## src/rtl/regfile_sb.sv

```systemverilog
// Parametrised register file with a pending-write scoreboard; reads and stall are combinational, writes/busy update at the edge.
// No backpressure is applied internally: stall is advisory and decode must hold issue_valid low while it is asserted.
module regfile_sb #(
    parameter int XLEN     = 32,
    parameter int NREG     = 32,
    parameter int AW       = 5,
    parameter int ZERO_REG = 1,
    parameter int BYPASS   = 1
) (
    input  logic            clk,
    input  logic            reset,
    input  logic [AW-1:0]   rs1,
    input  logic [AW-1:0]   rs2,
    input  logic [AW-1:0]   rd,
    input  logic [XLEN-1:0] I,
    input  logic            writeEn,
    output logic [XLEN-1:0] out,
    output logic [XLEN-1:0] out1,
    input  logic            issue_valid,
    input  logic [AW-1:0]   issue_rd,
    input  logic            use_rs1,
    input  logic            use_rs2,
    input  logic            flush,
    output logic [NREG-1:0] busy,
    output logic            stall
);

    localparam logic [AW:0] NREG_W = (AW+1)'(NREG);

    logic [XLEN-1:0] mem_q [NREG];
    logic [NREG-1:0] busy_q, busy_d;
    logic            wr_ok, iss_ok;
    logic            haz1, haz2;

    function automatic logic in_range(input logic [AW-1:0] a);
        return {1'b0, a} < NREG_W;
    endfunction

    function automatic logic writable(input logic [AW-1:0] a);
        return in_range(a) && !((ZERO_REG != 0) && (a == '0));
    endfunction

    assign wr_ok  = writeEn && writable(rd);
    assign iss_ok = issue_valid && writable(issue_rd);

    always_ff @(posedge clk or negedge reset) begin
        if (!reset) begin
            for (int i = 0; i < NREG; i++) mem_q[i] <= '0;
        end else if (wr_ok) begin
            mem_q[rd] <= I;
        end
    end

    // writable() already excludes x0 and out-of-range addresses, so both read to zero.
    always_comb begin
        out = '0;
        if (writable(rs1)) begin
            if ((BYPASS != 0) && wr_ok && (rd == rs1)) out = I;
            else                                       out = mem_q[rs1];
        end
    end

    always_comb begin
        out1 = '0;
        if (writable(rs2)) begin
            if ((BYPASS != 0) && wr_ok && (rd == rs2)) out1 = I;
            else                                       out1 = mem_q[rs2];
        end
    end

    // Set after clear so a new producer supersedes the retiring one; flush overrides both.
    always_comb begin
        busy_d = busy_q;
        if (wr_ok)  busy_d[rd]       = 1'b0;
        if (iss_ok) busy_d[issue_rd] = 1'b1;
        if (flush)  busy_d           = '0;
        if (ZERO_REG != 0) busy_d[0] = 1'b0;
    end

    always_ff @(posedge clk or negedge reset) begin
        if (!reset) busy_q <= '0;
        else        busy_q <= busy_d;
    end

    assign haz1  = use_rs1 && in_range(rs1) && busy_q[rs1]
                   && !((BYPASS != 0) && writeEn && (rd == rs1));
    assign haz2  = use_rs2 && in_range(rs2) && busy_q[rs2]
                   && !((BYPASS != 0) && writeEn && (rd == rs2));
    assign stall = haz1 || haz2;
    assign busy  = busy_q;

endmodule

```

## config.mk

```make
export PLATFORM = sky130hd
export DESIGN_NAME = regfile_sb
export DESIGN_NICKNAME = d
export VERILOG_FILES = /design/src/rtl/regfile_sb.sv
export SDC_FILE = /design/constraint.sdc
export NUM_CORES = 2
export LEC_CHECK = 0
export BUFFER_PORTS_ARGS = -buffer_cell sky130_fd_sc_hd__buf_2
export CORE_UTILIZATION = 50
export DETAILED_ROUTE_END_ITERATION = 10
export GPL_TIMING_DRIVEN = 0
export PLACE_DENSITY = 0.66
export SLEW_MARGIN = 20
export SYNTH_ARGS = -nofsm -noshare
export SYNTH_HDL_FRONTEND = slang
export SYNTH_SLANG_ARGS = --single-unit
```

## constraint.sdc

```tcl
create_clock -name clk -period 2.66 [get_ports clk]
set_clock_uncertainty 0.15 [all_clocks]
set_input_delay 0.399 -clock clk [delete_from_list [all_inputs] [get_ports clk]]
set_output_delay 0.399 -clock clk [all_outputs]
set_load 0.05 [all_outputs]
```

* Yosys cells after proc, flatten, opt, wreduce, memory -nomap -nowiden
Index checks and enable logic that the tools add are counted.
** Operators by class
- $lt $le $gt $ge :: 10
- Bitwise gates (word level) :: 6
- Mux-type cells :: 24
- Reduce and logical (&&, ||, !) cells :: 22
- Equal/unequal tests :: 2
** Operators with widths (number)
- $bwmux W1024 :: 1
- $mux W32 :: 12
- $bmux W32 S5 :: 2
- $demux W32 S5 :: 1
- $and A32 B32 Y32 :: 1
- $not A32 Y32 :: 1
- $or A32 B32 Y32 :: 1
- $lt A5 B6 Y1 const B :: 4
- $logic_not A5 Y1 :: 4
- $ge A6 B6 Y1 const B :: 3
- $not A5 Y6 :: 3
- $logic_and A1 B1 Y1 :: 13
- $bmux W1 S5 :: 2
- $demux W1 S5 :: 2
- $eq A5 B5 Y1 :: 2
- $ge A5 B1 Y1 const B :: 2
- $lt A6 B1 Y1 const B :: 1
- $logic_not A1 Y1 :: 4
- $mux W1 :: 4
- $logic_or A1 B1 Y1 :: 1
** Storage, ports and cells
- Flip-flop bits (word level) :: 1055
- Input bits :: 59
- Output and inout bits :: 97
- Logic and storage cells :: 97

* Depth between registers and ports, before layout
- Depth after elaboration :: 10
- Gate-level depth with buffers :: 10
- Depth with buffers taken out :: 5

* Worst setup path before layout
Ideal clock, no wire load.
- Kind :: input to output
- Start :: in rd[3]
- End :: out out1[1]
- Buffers on the path :: 2
- Required time :: 2.111 ns
- Data arrival time :: 2.754 ns
- Cell stages on the path :: 6
- Slack :: -0.643 ns
- Cell sequence :: buf_2 -> xor2_1 -> nor4_2 -> nand4b_2 -> clkbuf_1 -> a211oi_1
** On the way
- Word-level cells in the longest chain between the ends :: 6
- Elaborated cells between the ends (all ways) :: 7
- Those cells by class :: 1 x eq/ne; 2 x mux; 4 x reduce/logical
** RTL lines
- start: declaration :: line 14 : input logic [AW-1:0] rd,
- $logic_not A5 Y1 :: line 40 : return in_range(a) && !((ZERO_REG != 0) && (a == '0));
- $logic_not A1 Y1 :: line 40
- $logic_and A1 B1 Y1 :: line 43 : assign wr_ok = writeEn && writable(rd);
- $logic_and A1 B1 Y1 * :: line 66 : if ((BYPASS != 0) && wr_ok && (rd == rs2)) out1 = I;
- $mux W32 * :: line 66
- $mux W32 * :: line 65 : if (writable(rs2)) begin
- end: declaration :: line 18 : output logic [XLEN-1:0] out1,
Every way passes the cells marked *; elsewhere a longest branch is shown, timed or not.

* Worst setup path after layout
- Start :: reg mem_q[6] (netlist bit)
- End :: out out1[6]
** On the way
- Word-level cells in the longest chain between the ends :: 5
** RTL lines
- start: declaration :: line 30 : logic [XLEN-1:0] mem_q [NREG];
- start signal: indexed assignment :: line 50 : mem_q[rd] <= I;
- $bmux W32 S5 :: line 67 : else out1 = mem_q[rs2];
- $mux W32 (implied by the code) (2 in series) :: line 67
- $mux W32 :: line 66
- $mux W32 :: line 65
No other way between the ends. The select of a mux whose other input is x is not followed.

==> impl_metrics.ini <==
[clocking]
cts_inserted_buffers = 114
postCtsHoldBufs = 41
clk_pin_slew_ns = 0.06
cts_buffer_depth = 3
clk_latency_ns = 0.74
cts.sinks = 1055
htreeDepth = 3
clockRootBuffer = clkbuf_16
cts_tree = done

[run]
max_cap_violations = 0

[global_route]
grtUsageTotal_pct = 43.1
grt_use_met2_pct = 58.2
grt_use_met1_pct = 55.0
globalRouteMet3Util_pct = 21.3
grt-busiest-layer = met2
antenna_found_initial = 19
gr-total-overflow = 0
grt_max_degree = 134
grt_pass1_vias = 42240
grt_pass1_wl_mm = 342

[worst_setup_path]
criticalPathCategory = flip-flop to output port
critPathMaxFanout = 3
crit_arrival_ns = 2.78
slowest_delay_ns = 0.52
crit_slowest_cell = mux4_2
worstPathRequired_ns = 2.11
crit_buf_inv = 1
cp_top_family = compound AO/OA/AOI/OAI gates
path_cells = mux4_2, a22oi_2, nand2_2, a21oi_4, o21ai_4, buf_6
start_kind = flip-flop
crit_path_end_kind = output port

[yosys]
synth.avg_cell_area_sq_um = 14.6
syn_area_sq_um = 57100
yosysWarnings = 0
yosys.area.top_type = dfrtp_1
synth.most_common_cell = dfrtp_1
yosysTopAreaCellShare_pct = 46.3
ys_seq_elements = 1055
synth_edf_count = 0
syn-num-nets = 3974
synth_async_sr_flop_share_pct = 100
synth_area_leaders = dfrtp_1 46%, mux2_2 20%, mux4_2 18%
ys_top_cells_by_count = 1055 x dfrtp_1, 1029 x mux2_2, 457 x mux4_2
ys_seq_area_share_pct = 46.3
syn_inst = 3915
synth_ff_type = dfrtp_1
synth.distinct_cells = 58

[cells_and_area]
final_util_pct = 62.2
n_fill_cell = 8364
area_delta_synth_final_pct = 22.9
multi_input_area_sq_um = 30500
stdcell_count = 5969
stdcell_area_sq_um = 70100
layout.nets = 4417
drive_gt1_share_pct = 57.8
seqCellArea_sq_um = 26400

[floorplan]
ios = 156
start_util_pct = 50.6
core_sq_um = 113000
dieArea_sq_um = 116000
fp.dieW_um = 340
row_count = 123
die_y_um = 340

[timing]
worst_slack_ns = -0.673
finalSetupViolations = 147
slew_violations = 0
whs_ns = -0.529
tightest_slew_ns = 1.33
finalCriticalPeriod_ns = 3.33
finalSetupTns_ns = -31.56
rsz0062_at_grt = yes
max_slew_margin_pct = 11.2
max_freq_mhz = 300
fin_crit_sh_pct = 125
final_hold_viol_count = 109

[placement]
place.gp.congestion = 1.05
preCtsSetupSlack_ns = -1.99
portBuffers = 141
post_dp_cell_area_sq_um = 60400
placed_cells = 5566
hpwlAfterDp_mm = 169

[pwr]
total_power_mw = 51.2
power.internal_mw = 35.6
power_frac_seq_pct = 41.5
p_per_area_nw_per_um2 = 730
p_comb_share_pct = 25.6
pwr-share-clk_pct = 32.9
p_switching_mw = 15.6
swShare_pct = 30.4
ir_worst_vdd_mv = 0.487
power.leakage_nw = 30.1

[detailed_routing]
totalWireLength_mm = 250
wl_per_cell_um = 41.9
drtIter0Drc = 6317
drc = 0
antenna_left = 1
routed-via-count = 43399
first_pass_iters = 8
viasPerCell = 7.27

[outcome]
violations = antenna violations, negative hold slack, negative setup slack
status = complete, but fails checks

[worst_hold_path]
hp-class = primary input to async pin
==> logic make-up (layout without fill, tap and decap cells) <==
group,Yosys count,after routing,synth area share (%)
DFF,1055,1055,46.3
muxes,1638,1638,41.3
other,1,23,0.00657
AOI/OAI and AO/OA,350,350,4.54
xor gates and xnor gates,10,10,0.153
and+or+nand+nor,410,410,3.57
buffers and inverters,451,983,4.15
==> flip-flops by register name, indices dropped and copies added, names as in the netlist <==
register	count
mem_q	1024
busy	31
==> final cells by class <==
| class | instances | area share (%) |
|---|---|---|
| diodes | 22 | 0.0785 |
| multi-input cells | 2409 | 43.5 |
| inverters | 2 | 0.0107 |
| flip-flops and latches | 1055 | 37.6 |
| plain buffers | 444 | 5.85 |
| clock inverters | 32 | 0.566 |
| well taps | 1500 | 2.68 |
| repair buffers | 332 | 4.71 |
| clock buffers | 173 | 4.95 |
==> routing by layer <==
metal  vias to the layer above  wire [um]
met1                     22829      89200
met3                       945      39400
met2                      3580     102000
met5                         -        696
li1                      16017          -
met4                        28      19000
==> power groups by stage <==
stage	Combinational (mW)	Sequential [mW]	Clock, mW
floorplan	7.91	20.6	0
global placement	10.7	21.2	0
detailed placement	11.0	21.4	0
CTS	12.4	21.1	16.7
global route	13.5	21.6	17.4
finish	13.1	21.3	16.8
==> worst paths after layout <==
kind,from,end,slack (ns),cells after the start
min reg2reg,mem_q[1013]$_DFFE_PN0P_,mem_q[1013]$_DFFE_PN0P_,0.33,1
min,reset,mem_q[54]$_DFFE_PN0P_,-0.53,1
max reg2reg,busy[31]$_DFF_PN0_,busy[31]$_DFF_PN0_,1.20,3
max in group asynchronous,reset,mem_q[458]$_DFFE_PN0P_,0.71,4
min in group clk,issue_rd[3],busy[28]$_DFF_PN0_,0.05,5
max,mem_q[6]$_DFFE_PN0P_,out1[6],-0.67,6
==> layout by cell type (no fill, tap or decap), types with 27 or more instances in the layout <==
cell / instances
clkbuf_8: 52
buf_4: 134
dlygate4sd3_1: 41
buf_12: 68
buf_8: 38
a32o_2: 32
nor3_4: 27
nand2_1: 78
a22oi_1: 31
o22ai_2: 27
buf_2: 134
nor2b_1: 31
clkbuf_1: 168
a211oi_2: 33
mux4_2: 461
nor2_1: 97
nor3_2: 47
dfrtp_1: 1055
clkbuf_16: 124
mux2_2: 1027
buf_16: 33
o22ai_1: 71
buf_6: 106
buf_1: 28
mux2i_1: 93
==> what timing repair did <==
item | CTS | global route
cloned | 4 | 2
hold endpoints to repair | 209 | 100
setup endpoints to repair | 65 | 65
setup buffers | 91 | 43
pin swaps | 156 | 48
gates resized for setup | 880 | 85
No activity file was read; power rests on OpenSTA's default activity.
